$ cat src/rtl/interrupt_source_latch.sv
// ============================================================================
// interrupt_source_latch
//
// Latches the two interrupt sources of an 8051-style core (external INT0 and
// timer 0 overflow), arbitrates between them and runs a small request /
// service handshake with the CPU interrupt controller.
//
// Ports
//   clock       in   1  system clock, rising edge
//   reset       in   1  synchronous, active-high reset
//   int0_n      in   1  external interrupt pin, active low, asynchronous
//   it0         in   1  INT0 trigger select: 1 = falling edge, 0 = level
//   tf0_set     in   1  one-cycle timer 0 overflow pulse
//   ea          in   1  global interrupt enable
//   ex0         in   1  external 0 interrupt enable
//   et0         in   1  timer 0 interrupt enable
//   int_ack     in   1  one-cycle CPU acknowledge of the current request
//   reti        in   1  one-cycle end-of-ISR pulse
//   flag_clr    in   2  software flag clear: [0] = IE0, [1] = TF0
//   int_req     out  1  registered interrupt request
//   int_pend    out  1  request source: 1 = timer 0 (0x0B), 0 = ext 0 (0x03)
//   ie0         out  1  IE0 flag (TCON)
//   tf0         out  1  TF0 flag (TCON)
//   in_service  out  1  high while an acknowledged interrupt is serviced
//
// Timing
//   int0_n falling edge -> ie0 three clocks later (two sync flops + flag).
//   tf0_set in cycle N  -> tf0 in N+1, int_req in N+2.
//   All outputs come straight from flops.
// ============================================================================
module interrupt_source_latch (
    input  logic       clock,
    input  logic       reset,
    input  logic       int0_n,
    input  logic       it0,
    input  logic       tf0_set,
    input  logic       ea,
    input  logic       ex0,
    input  logic       et0,
    input  logic       int_ack,
    input  logic       reti,
    input  logic [1:0] flag_clr,
    output logic       int_req,
    output logic       int_pend,
    output logic       ie0,
    output logic       tf0,
    output logic       in_service
);

    typedef enum logic [1:0] {
        ST_IDLE    = 2'd0,
        ST_REQUEST = 2'd1,
        ST_SERVICE = 2'd2
    } state_t;

    // ------------------------------------------------------------------
    // Declarations
    // ------------------------------------------------------------------
    logic   r_sync1;
    logic   r_sync2;
    logic   r_hist;
    logic   r_ie0;
    logic   r_tf0;
    state_t r_state;
    state_t w_state_nxt;
    logic   r_int_req;
    logic   r_int_pend;
    logic   r_in_service;

    logic   w_s_int0_n;
    logic   w_fall;
    logic   w_ext_elig;
    logic   w_tmr_elig;
    logic   w_elig;
    logic   w_sel_valid;
    logic   w_ack_take;
    logic   w_ie0_clr;
    logic   w_tf0_clr;
    logic   w_ie0_nxt;
    logic   w_tf0_nxt;
    logic   w_int_req_nxt;
    logic   w_int_pend_nxt;
    logic   w_in_service_nxt;

    // ------------------------------------------------------------------
    // INT0 synchronizer and edge history.
    // All three flops reset to the idle (high) pin level so that leaving
    // reset can never look like a falling edge.
    // ------------------------------------------------------------------
    always_ff @(posedge clock) begin
        if (reset) begin
            r_sync1 <= 1'b1;
            r_sync2 <= 1'b1;
            r_hist  <= 1'b1;
        end else begin
            r_sync1 <= int0_n;
            r_sync2 <= r_sync1;
            r_hist  <= r_sync2;
        end
    end

    assign w_s_int0_n = r_sync2;
    assign w_fall     = r_hist & ~w_s_int0_n;

    // ------------------------------------------------------------------
    // Eligibility and acknowledge qualification
    // ------------------------------------------------------------------
    assign w_ext_elig = r_ie0 & ex0;
    assign w_tmr_elig = r_tf0 & et0;
    assign w_elig     = ea & (w_ext_elig | w_tmr_elig);

    // The latched source must still be flagged and enabled for the request
    // to stand; otherwise the request is withdrawn rather than acknowledged.
    assign w_sel_valid = ea & (r_int_pend ? w_tmr_elig : w_ext_elig);
    assign w_ack_take  = (r_state == ST_REQUEST) & w_sel_valid & int_ack;

    // ------------------------------------------------------------------
    // Flags. Set beats clear when both happen in one cycle.
    // Level mode registers the inverted synchronized pin every cycle, so
    // acknowledge and software clear cannot remove a held-low request.
    // ------------------------------------------------------------------
    assign w_ie0_clr = flag_clr[0] | (w_ack_take & ~r_int_pend);
    assign w_tf0_clr = flag_clr[1] | (w_ack_take &  r_int_pend);

    always_comb begin
        w_ie0_nxt = r_ie0;
        if (it0) begin
            w_ie0_nxt = w_fall | (r_ie0 & ~w_ie0_clr);
        end else begin
            w_ie0_nxt = ~w_s_int0_n;
        end
    end

    assign w_tf0_nxt = tf0_set | (r_tf0 & ~w_tf0_clr);

    always_ff @(posedge clock) begin
        if (reset) begin
            r_ie0 <= 1'b0;
            r_tf0 <= 1'b0;
        end else begin
            r_ie0 <= w_ie0_nxt;
            r_tf0 <= w_tf0_nxt;
        end
    end

    // ------------------------------------------------------------------
    // FSM: state register
    // ------------------------------------------------------------------
    always_ff @(posedge clock) begin
        if (reset) begin
            r_state <= ST_IDLE;
        end else begin
            r_state <= w_state_nxt;
        end
    end

    // ------------------------------------------------------------------
    // FSM: next state
    // ------------------------------------------------------------------
    always_comb begin
        w_state_nxt = r_state;
        unique case (r_state)
            ST_IDLE: begin
                if (w_elig) begin
                    w_state_nxt = ST_REQUEST;
                end
            end
            ST_REQUEST: begin
                // Withdrawal wins over a coincident acknowledge.
                if (!w_sel_valid) begin
                    w_state_nxt = ST_IDLE;
                end else if (int_ack) begin
                    w_state_nxt = ST_SERVICE;
                end
            end
            ST_SERVICE: begin
                if (reti) begin
                    w_state_nxt = ST_IDLE;
                end
            end
            default: begin
                w_state_nxt = ST_IDLE;
            end
        endcase
    end

    // ------------------------------------------------------------------
    // FSM: outputs, decoded from the next state and then registered so
    // they line up with the state they describe.
    // ------------------------------------------------------------------
    always_comb begin
        w_int_req_nxt    = (w_state_nxt == ST_REQUEST);
        w_in_service_nxt = (w_state_nxt == ST_SERVICE);
        w_int_pend_nxt   = r_int_pend;
        // Source is captured only on entry to REQUEST; external wins.
        if ((r_state == ST_IDLE) && (w_state_nxt == ST_REQUEST)) begin
            w_int_pend_nxt = ~w_ext_elig;
        end
    end

    always_ff @(posedge clock) begin
        if (reset) begin
            r_int_req    <= 1'b0;
            r_int_pend   <= 1'b0;
            r_in_service <= 1'b0;
        end else begin
            r_int_req    <= w_int_req_nxt;
            r_int_pend   <= w_int_pend_nxt;
            r_in_service <= w_in_service_nxt;
        end
    end

    // ------------------------------------------------------------------
    // Outputs
    // ------------------------------------------------------------------
    assign int_req    = r_int_req;
    assign int_pend   = r_int_pend;
    assign in_service = r_in_service;
    assign ie0        = r_ie0;
    assign tf0        = r_tf0;

endmodule

$ cat config.mk
export PLATFORM = sky130hd
export DESIGN_NAME = interrupt_source_latch
export DESIGN_NICKNAME = d
export VERILOG_FILES = /design/src/rtl/interrupt_source_latch.sv
export SDC_FILE = /design/constraint.sdc
export NUM_CORES = 1
export LEC_CHECK = 0
export CORE_AREA = 3 3 40 42
export CTS_BUF_LIST = sky130_fd_sc_hd__clkbuf_16
export CTS_CLUSTER_SIZE = 8
export DETAILED_ROUTE_END_ITERATION = 16
export DIE_AREA = 0 0 43 45
export DONT_BUFFER_PORTS = 1
export GPL_TIMING_DRIVEN = 0
export PLACE_DENSITY = 0.53
export SYNTH_ARGS = -nofsm -noshare
export SYNTH_HDL_FRONTEND = slang
export SYNTH_SLANG_ARGS = --single-unit
$ cat constraint.sdc
create_clock -name clock -period 3.3 [get_ports clock]
set_input_delay 0.165 -clock clock [delete_from_list [all_inputs] [get_ports clock]]
set_output_delay 0.165 -clock clock [all_outputs]
set_load 0.01 [all_outputs]
* After elaboration in Yosys (flattened, before gate mapping)
Index checks and enable logic that the tools add are counted.
** Storage, ports and cells
- Output and inout bits :: 5
- Logic and storage cells :: 43
- Register bits :: 10
** Cells by class
- Multiplexer cells :: 7
- Reduce and logical (&&, ||, !) cells :: 2
- Bitwise logic cells :: 21
- Eq/ne operators :: 4
** Operators with widths (count)
- 1-bit AND :: 11
- 2-bit 2-to-1 mux :: 4
- 2-bit one-hot mux with 3 select lines :: 1
- 1-bit NOT :: 5
- 1-bit OR :: 5
- 2-bit by 1-bit equality test with 1-bit output, second input constant :: 2
- 2-bit equality test, second input constant :: 2
- 2-bit zero test :: 1
- 1-bit 2-to-1 mux :: 2
- 1-bit logical AND :: 1

* Logic depth before layout (Yosys ltp)
Gate-level depths: netlist of run 1.
- Depth after elaboration :: 11
- Depth in mapped cells :: 3
- Gate-level depth less buffers :: 3

* Worst setup path after synthesis of run 1
OpenSTA, ideal clock, no wires.
- Kind :: register -> register
- Start point :: reg r_state[1]
- End point :: reg r_int_req, in the netlist int_req
- Arrival time :: 1069 ps
- Setup slack :: 2130 ps
- Stages on the path, launching flop included :: 4
- Library setup time :: 101 ps
- Required time :: 3199 ps
- Path through :: dfxtp_1 or3b_4 or3_1 o41ai_1
** Between the ends
- Cells in the longest elaborated chain, start to end :: 4
- Elaborated cells on any way between the ends :: 9
- Classes of those cells :: eq/ne: 3; mux: 5; reduce/logical: 1
** Ends and longest elaborated chain
- from (decl) :: line 64 : state_t r_state;
- from (signal assigned) :: line 153 : r_state <= w_state_nxt;
- 2-bit 2-to-1 mux :: line 172 : end else if (int_ack) begin
- 2-bit 2-to-1 mux :: line 170 : if (!w_sel_valid) begin
- 2-bit one-hot mux with 3 select lines * :: line 162 : unique case (r_state)
- 2-bit by 1-bit equality test with 1-bit output * :: line 192 : w_int_req_nxt = (w_state_nxt == ST_REQUEST);
- to (signal assigned) :: line 207 : r_int_req <= w_int_req_nxt;
- to (decl) :: line 66 : logic r_int_req;
Mark *: on every way between the ends. The rest lies on a longest branch, timed or not.
A chain may end at the register's enable or synchronous reset.

* Worst setup path in the final report of run 1
Ends and elaborated chain as after synthesis.

==> results of run 1 <==
## flip-flops by register name, indices dropped and copies added, names as in the netlist
register    count
r_sync2         1
int_req         1
int_pend        1
r_state         2
tf0             1
ie0             1
in_service      1
r_sync1         1
r_hist          1
## final timing paths
check / start / end / slack [ps]
hold reg to reg: r_sync1$_SDFF_PP1_ / r_sync2$_SDFF_PP1_ / 400
setup reg to reg: r_state[1]$_SDFF_PP0_ / int_req$_SDFF_PP0_ / 2040
hold / removal: reset / tf0$_SDFF_PP0_ / 6
setup / recovery: r_state[1]$_SDFF_PP0_ / int_req$_SDFF_PP0_ / 2040
## layout by cell type (no fill, tap or decap)
master and n:
dfxtp_1 10, nand3_1 1, o221a_1 1, nand2_1 2, or3b_1 1, or3_1 1, a21oi_1 1, o41ai_1 2
a22oi_1 1, nand4b_1 3, or2_1 2, or3b_4 1, o21a_1 1, nor2b_1 1, or2_2 1, clkbuf_16 3
o22ai_1 1, nor3_1 3, o31ai_1 2, inv_1 3, nor2_1 1
## area by class of cell
class	instances	area share (%)
inverters	3	2.33
clock buffers	3	15.5
flip-flops and latches	10	41.3
multi-input cells	26	37.0
well taps	15	3.88
## kinds of logic (layout without fill, tap and decap cells)
group / count (synthesis) / count (layout) / share of synthesized area, %
flops: 10 / 10 / 51.3
buf+inv: 3 / 6 / 2.88
compound gates: 9 / 9 / 17.9
simple gates: 17 / 17 / 27.9
## metal layers
metal,share of wire (%),GRT usage (%),vias up
met1,40,10.5,148
met3,9.4,7.17,2
met5,0,0,-
met4,1.1,5.42,0
met2,50,18.3,13
li1,-,-,156
## through the flow
step	std cells	instance area [um2]	util (%)	hold WS, ps
2_1_floorplan	39	390	-	244
3_3_place_gp	54	409	31.8	246
3_5_place_dp	54	409	31.8	249
4_1_cts	57	484	37.7	3.89
5_1_grt	57	484	37.7	5.92
6_report	57	484	37.7	5.75
## critical path: cells and delay by family, from the launching register on
family,cells,cell delay [ps]
AOI/OAI and AO/OA,1,80
DFF,1,320
and+or+nand+nor,2,740
## report_power, final
part	internal (mW)	switching (mW)	total, mW	leakage, nW
Clock	0.157	0.0507	0.207	0.0370
Combinational	0.00551	0.00440	0.00991	0.0520
Sequential	0.125	0.00403	0.129	0.0818
==> results.md, run 1 <==
* Status: finished, final reports clean
* Final count of hold timing violations at 0
* Share of the synthesized area in the top cell type at 51.3%
* Top-count cell post-synth: dfxtp_1
* Seq. cell area at 200 um2
* Clock buffer count from CTS at 3
* Max FO, Critical Path at 4
* CTS clk-pin slew, worst paths at 40 ps
* Critical Path Max Stage Delay at 400 ps
* Total number of vias at 319
* Ports at 17
* Max Slew Vio Count at 0
* Die width at 43 um
* Post-route ant nets at 0
* Clk Latency, worst-skew pair at 230 ps
* Total of max-cap violations at 0
* Seq cells post-synth at 10
* Die height at 45 um
* CTS Sinks at 10
* Peak Freq at 791 MHz
* Rows at 13
* Synthesized instance count at 39
* Initial Util at 30.4%
* Worst slew pin tran at 278 ps
* First-pass GRT wire length at 1.49 mm
* Final Critical Period at 1260 ps
* Synth top cells by count: 10 x dfxtp_1, 3 x inv_1, 3 x nand4b_1, 3 x nor3_1
* Area grow syn2layout at 24.0%
* Final setup viols at 0
* Syn. warnings at 0
* Startpoint types: flop
* Fin crit share at 38.3%
* TritonCTS clock tree: done
* Global route total overflow at 0
* Worst Reg-to-Reg Cells at 3
* Worst-path cell with the longest stage delay: or3b_4
* Crit path DAT at 1380 ps
* Hold Path Class: primary input to flop
* Diodes inserted at 0
* Cell taking the most area after synthesis: dfxtp_1
* Vias in the first global route at 338
* Post-synthesis sequential area ratio at 51.3%
* Mapped cell area at 390 um2
* Post_cts resized at 0
* Post-detail-place hpwl at 633 um
* Drt wl/cell at 14.8 um
* Core ar. at 1280 um2
* RSZ-0062 raised after global routing: false
* H-tree levels at 1
* Share of flip-flops with an asynchronous set or reset at 0%
* Max_slew headroom at 81.2%
* Fin worst setup slack at 2040 ps
* Die ar. at 1940 um2
* Place WS at 2070 ps
* Antenna violations before repair at 0
* Placer Congestion at 0.728
* Clk_skew at 3.14 ps
* Gr usage total at 11.0%
* Initial DRT Pass Iterations at 4
* Post-CTS Setup Repair Bufs at 0
* Leak pwr at 0.171 nW
* CP endpoint kind: flop
* Worst endpoint required time at 3420 ps
* Setup CP Type: flop to flop
* Clk root buf: clkbuf_16
* Hold path depth at 1
* Number of flops mapped to enable cells by yosys at 0
* PD cells at 716 nW/um2
* Post-synth top flop: dfxtp_1
* VDD IR max at 272 uV
* Setup TNS at 0 ps
* Synth unique cells at 20
* Nets at 56
* Post-Synthesis Mean Instance Area at 10.0 um2
* Fillcell total at 133
* Multi-input gate area at 179 um2
* Top cells by area, synth: dfxtp_1 51%, nand4b_1 6.7%, o41ai_1 4.5%
* Max Buffers Root-to-Sink at 2
* IO Port Bufs at 0
* Share of cells above drive strength 1 at 11.9%
* WL final at 843 um
* Largest net degree at the start of global routing at 9
* Total power at 0.347 mW
* CP cell instances: or3b_4 > or3_1 > o41ai_1
* Syn Nets at 51
* Initial DRC Count at 6
* Mean number of vias per cell at 5.60
* Hold_buf cts at 0
* Drt drc at 0
No activity file was read; power rests on OpenSTA's default activity.
==> inputs of run 2 (changes only) <==
--- a/config.mk
+++ b/config.mk
@@ -5,6 +5,7 @@
 export SDC_FILE = /design/constraint.sdc
 export NUM_CORES = 1
 export LEC_CHECK = 0
+export ABC_AREA = 1
 export CORE_AREA = 3 3 40 42
 export CTS_BUF_LIST = sky130_fd_sc_hd__clkbuf_16
 export CTS_CLUSTER_SIZE = 8
@@ -12,7 +13,7 @@
 export DIE_AREA = 0 0 43 45
 export DONT_BUFFER_PORTS = 1
 export GPL_TIMING_DRIVEN = 0
-export PLACE_DENSITY = 0.53
+export PLACE_DENSITY = 0.52
 export SYNTH_ARGS = -nofsm -noshare
 export SYNTH_HDL_FRONTEND = slang
 export SYNTH_SLANG_ARGS = --single-unit
==> constraint.sdc (replaced) <==
create_clock -name clock -period 1.3 [get_ports clock]
set_input_delay 0.065 -clock clock [delete_from_list [all_inputs] [get_ports clock]]
set_output_delay 0.065 -clock clock [all_outputs]
set_load 0.01 [all_outputs]
==> results.md, run 2 <==
* Number of flops mapped to enable cells by yosys at 0
* Clock buffer count from CTS at 3
* First-pass GRT wire length at 1.26 mm
* Comb pwr share at 3.5%
* VDD IR max at 612 uV
* Max Slew Vio Count at 0
* Post-synthesis adder-cell area fraction at 0%
* Share of flip-flops with an asynchronous set or reset at 0%
* Setup TNS at 0 ps
* Nets at 69
* Hold Path Class: primary input to flop
* Die width at 43 um
* Syn Nets at 61
* Top-count cell post-synth: dfxtp_1
* Crit path max-delay family: simple AND/OR/NAND/NOR gates
* Max FO, Critical Path at 4
* Max Buffers Root-to-Sink at 2
* Gr usage total at 8.93%
* Clk Latency, worst-skew pair at 230 ps
* Worst-path cell with the longest stage delay: dfxtp_1
* Mean number of vias per cell at 4.46
* Mapped cell area at 382 um2
* Most common cell after layout, fill and taps aside: dfxtp_1
* Most used cell, CP: nand2_1
* Placer Congestion at 0.644
* Post-synthesis sequential area ratio at 52.5%
* Worst slew pin tran at 276 ps
* Share of the synthesized area in the top cell type at 52.5%
* Clock power share at 60.1%
* Max_slew headroom at 81.5%
* Drt drc at 0
* Die height at 45 um
* Status: finished, final reports clean
* Clk_skew at 1.13 ps
* Diodes inserted at 0
* P_sw at 0.163 mW
* Leak pwr at 0.229 nW
* Clk root buf: clkbuf_16
* TritonCTS clock tree: done
* H-tree levels at 1
* Post-synth top flop: dfxtp_1
* Main combinational cell family by area after synthesis: simple AND/OR/NAND/NOR gates
* Compound-cell area share of the yosys netlist at 13.8%
* CP cell instances: inv_1 > nand2_1 > nand2_1 > nor2_2 > nand2_2 > nor2_1 > o21ai_1
* Fillcell total at 137
* CP endpoint kind: flop
* Synth top cells by count: 10 x dfxtp_1, 9 x nand2_1, 8 x inv_1
* Core ar. at 1280 um2
* PD cells at 1770 nW/um2
* Sequential Power Share at 36.4%
* Antenna violations before repair at 0
* Post-detail-place hpwl at 622 um
* Pint at 0.737 mW
* IO Port Bufs at 0
* Final count of hold timing violations at 0
* Buf/Inv on CP at 1
* Peak Freq at 860 MHz
* Initial Util at 29.7%
* RSZ-0062 raised after global routing: false
* Commonest cells after routing, fill and taps aside: 10 x dfxtp_1, 9 x nand2_1, 8 x inv_1
* Post-synthesis simple-gate area fraction at 25.9%
* Synth unique cells at 14
* Post-synthesis mux area share at 0%
* Rows at 13
* Synthesized instance count at 49
* Largest net degree at the start of global routing at 9
* Worst endpoint required time at 1420 ps
* Initial DRC Count at 4
* Die ar. at 1940 um2
* Setup CP Type: flop to flop
* Total number of vias at 317
* CTS Sinks at 10
* Crit path DAT at 1290 ps
* Final Critical Period at 1160 ps
* Most flop-heavy register: r_state
* Final setup viols at 0
* XOR/XNOR Fraction of Synth Area at 0%
* Post-Synthesis Mean Instance Area at 7.79 um2
* Initial DRT Pass Iterations at 2
* Global route total overflow at 0
* CTS clk-pin slew, worst paths at 40 ps
* Critical Path Max Stage Delay at 420 ps
* Total of max-cap violations at 0
* Startpoint types: flop
* Seq cells post-synth at 10
* Post-route ant nets at 0
* Syn. warnings at 0
* Share of cells above drive strength 1 at 12.5%
* Cell taking the most area after synthesis: dfxtp_1
* Top cells by area, synth: dfxtp_1 52%, a21oi_1 9.2%, nand2_1 8.9%
* Net Sw Frac at 18.1%
* WL final at 787 um
* Fin cells at 71
* Drt wl/cell at 11.1 um
* Placed insts at 64
* Post_cts resized at 0
* Ports at 17
* Fin crit share at 89.5%
* Vias in the first global route at 318
* Area grow syn2layout at 33.4%
* Number of flip-flops in the largest register at 2
==> run 2: cell types whose count changed in the layout (fill, tap and decap cells not counted), moves of 3 or more <==
cell	delta
nand2_1	+7
inv_1	+5
nor2_1	+3
dlygate4sd3_1	+3
a21oi_1	+6
nor3_1	-3
nand4b_1	-3
==> run 2: power groups by stage <==
stage / Clock (mW) / Combinational, mW / Sequential [mW]
after global routing: 0.576 / 0.0370 / 0.328
after global placement: 0 / 0.0215 / 0.333
after detailed placement: 0 / 0.0217 / 0.333
after floorplan: 0 / 0.0189 / 0.331
after CTS: 0.552 / 0.0322 / 0.328
final: 0.541 / 0.0315 / 0.328
==> run 2: cells by family after synthesis <==
group	Yosys count
simple gates	21
flops	10
compound gates	10
buf+inv	8
==> run 2: layout make-up <==
cell class	count	area (um2)	area share (%)
clock buffers	3	75.1	14.7
multi-input cells	31	151	29.7
inverters	8	30.0	5.90
clock inverters	1	3.75	0.737
repair buffers	3	30.0	5.90
flip-flops and latches	10	200	39.3
well taps	15	18.8	3.69
==> run 2: tightest hold or removal path, delay by kind of cell <==
family,cells,cell delay (ps)
AND/OR/NAND/NOR,2,70
AO/OA/AOI/OAI,1,50
==> run 2: path summary, 6_finish.rpt <==
path,end,startpoint,slack (ps),cells past startpoint
max reg2reg,ie0$_SDFF_PP0_,int_pend$_SDFFE_PP0P_,140,7
min reg2reg,r_sync2$_SDFF_PP1_,r_sync1$_SDFF_PP1_,400,1
min,tf0$_SDFF_PP0_,flag_clr[1],6,3
max,ie0$_SDFF_PP0_,int_pend$_SDFFE_PP0P_,140,7
==> run 2: per-layer routing <==
layer | part of all wire [%] | vias to the layer above | GRT usage (%)
met3 | 9.1 | 2 | 4.78
met1 | 41 | 134 | 8.98
met2 | 47 | 11 | 14.7
met5 | 0 | - | 0
li1 | - | 170 | -
met4 | 2.3 | 0 | 5.42
==> run 2: per-stage QoR <==
stage	power, mW	utilization (%)	instance area (um2)	setup WS, ps	hold WS [ps]
after global routing	0.942	39.6	509	3.66	27.2
final	0.900	39.6	509	137	6.44
after floorplan	0.350	-	382	277	134
after global placement	0.354	31.2	400	147	136
after detailed placement	0.355	31.2	400	121	138
after CTS	0.912	39.6	509	113	8.15
==> run 2: repair_timing <==
| action | in CTS | in global routing |
|---|---|---|
| buffers inserted | 0 | 0 |
| endpoints found under the hold margin | 8 | 0 |
| hold buffers | 3 | 0 |
==> inputs of run 3 (changes only) <==
--- a/config.mk
+++ b/config.mk
@@ -13,7 +13,7 @@
 export DIE_AREA = 0 0 43 45
 export DONT_BUFFER_PORTS = 1
 export GPL_TIMING_DRIVEN = 0
-export PLACE_DENSITY = 0.52
+export PLACE_DENSITY = 0.39
 export SYNTH_ARGS = -nofsm -noshare
 export SYNTH_HDL_FRONTEND = slang
 export SYNTH_SLANG_ARGS = --single-unit
==> results.md, run 3 (synthesized netlist as in run 2, its figures left out) <==
* Fin crit share at 88.9%
* Gr usage total at 10.2%
* Crit path DAT at 1270 ps
* Clock buffer count from CTS at 3
* Fin worst setup slack at 144 ps
* Setup CP Type: flop to flop
* Drt wl/cell at 10.9 um
* Post-route ant nets at 0
* Flop-to-flop setup slack at 140 ps
* Vias in the first global route at 312
* Placer Congestion at 0.663
* Most common cell after layout, fill and taps aside: dfxtp_1
* Nets at 69
* CP endpoint kind: flop
* Clk root buf: clkbuf_16
* Final count of hold timing violations at 0
* Total of max-cap violations at 0
* Worst endpoint required time at 1420 ps
* H-tree levels at 1
* Diodes inserted at 0
* CTS clk-pin slew, worst paths at 40 ps
* Most flop-heavy register: r_state
* RSZ-0062 raised after global routing: false
* Initial DRT Pass Iterations at 4
* Initial Util at 29.7%
* Placed insts at 64
* Die height at 45 um
* Die ar. at 1940 um2
* Fin cells at 71
* Mean number of vias per cell at 4.46
* Drt drc at 0
* Fillcell total at 137
* Leak pwr at 0.229 nW
* Total number of vias at 317
* Status: finished, final reports clean
* Initial DRC Count at 3
* Clk_skew at 2.41 ps
* Rows at 13
* Total power at 0.898 mW
* Hold Path Class: primary input to flop
* Antenna violations before repair at 0
* VDD IR max at 865 uV
* Die width at 43 um
* Post-CTS Setup Repair Bufs at 0
* Global route total overflow at 0
* CTS Sinks at 10
* Share of cells above drive strength 1 at 12.5%
* Clk Latency, worst-skew pair at 230 ps
* Max FO, Critical Path at 4
* Peak Freq at 865 MHz
* Min Hold Slack at 1.52 ps
* Final setup viols at 0
* First-pass GRT wire length at 1.30 mm
* Max_slew headroom at 81.2%
* Largest net degree at the start of global routing at 9
* Number of flip-flops in the largest register at 2
* WL final at 771 um
* TritonCTS clock tree: done
* Commonest cells after routing, fill and taps aside: 10 x dfxtp_1, 9 x nand2_1, 8 x inv_1
* Setup TNS at 0 ps
* IO Port Bufs at 0
* PD cells at 1760 nW/um2
* Ports at 17
* Area grow syn2layout at 33.4%
* Place WS at 125 ps
* Core ar. at 1280 um2
* Worst slew pin tran at 281 ps
* Startpoint types: flop
* Max Buffers Root-to-Sink at 2
* Final Critical Period at 1160 ps
* Max Slew Vio Count at 0
[run 3: cell counts in the layout (fill, tap and decap cells not counted)]
No cell type changed its count.
[run 3: worst paths after layout]
kind,start,to,depth (start not counted)
worst max-delay path,int_pend$_SDFFE_PP0P_,ie0$_SDFF_PP0_,7
worst min-delay path,flag_clr[1],tf0$_SDFF_PP0_,3
worst max register to register,int_pend$_SDFFE_PP0P_,ie0$_SDFF_PP0_,7
worst min register to register,r_sync1$_SDFF_PP1_,r_sync2$_SDFF_PP1_,1
[run 3: layout make-up]
cell class / count / area [um2] / area share (%)
Sequential cell: 10 / 200 / 39.3
Timing Repair Buffer: 3 / 30.0 / 5.90
Clock inverter: 1 / 3.75 / 0.737
Multi-Input combinational cell: 31 / 151 / 29.7
Inverter: 8 / 30.0 / 5.90
Clock buffer: 3 / 75.1 / 14.7
Tap cell: 15 / 18.8 / 3.69
[run 3: worst max-delay path: stages (launching register included)]
cell and delay [ps]:
dfxtp_1 430, inv_1 110, nand2_1 70, nand2_1 60, nor2_2 130, nand2_2 80, nor2_1 100, o21ai_1 70
[run 3: through the flow]
stage / cell area [um2] / utilization, %
2_1_floorplan: 382 / -
6_report: 509 / 39.6
4_1_cts: 509 / 39.6
3_3_place_gp: 400 / 31.2
3_5_place_dp: 400 / 31.2
5_1_grt: 509 / 39.6
[run 3: layer usage]
layer / global-route usage (%) / part of all wire [%] / up-vias
met3: 7.17 / 16 / 5
met2: 12.9 / 39 / 19
li1: - / - / 167
met5: 0 / 0 / -
met1: 10.5 / 40 / 126
met4: 10.8 / 4.7 / 0
[run 3: power by group]
part           internal [mW]  total [mW]  switching [mW]
Combinational         0.0156      0.0319          0.0163
Sequential             0.318       0.328         0.00928
Clock                  0.402       0.538           0.136
Total                  0.736       0.898           0.161
[run 3: timing repair]
action                    CTS  global route
gates resized for setup     0             0
hold buffers                3             0
hold endpoints to repair    8             0
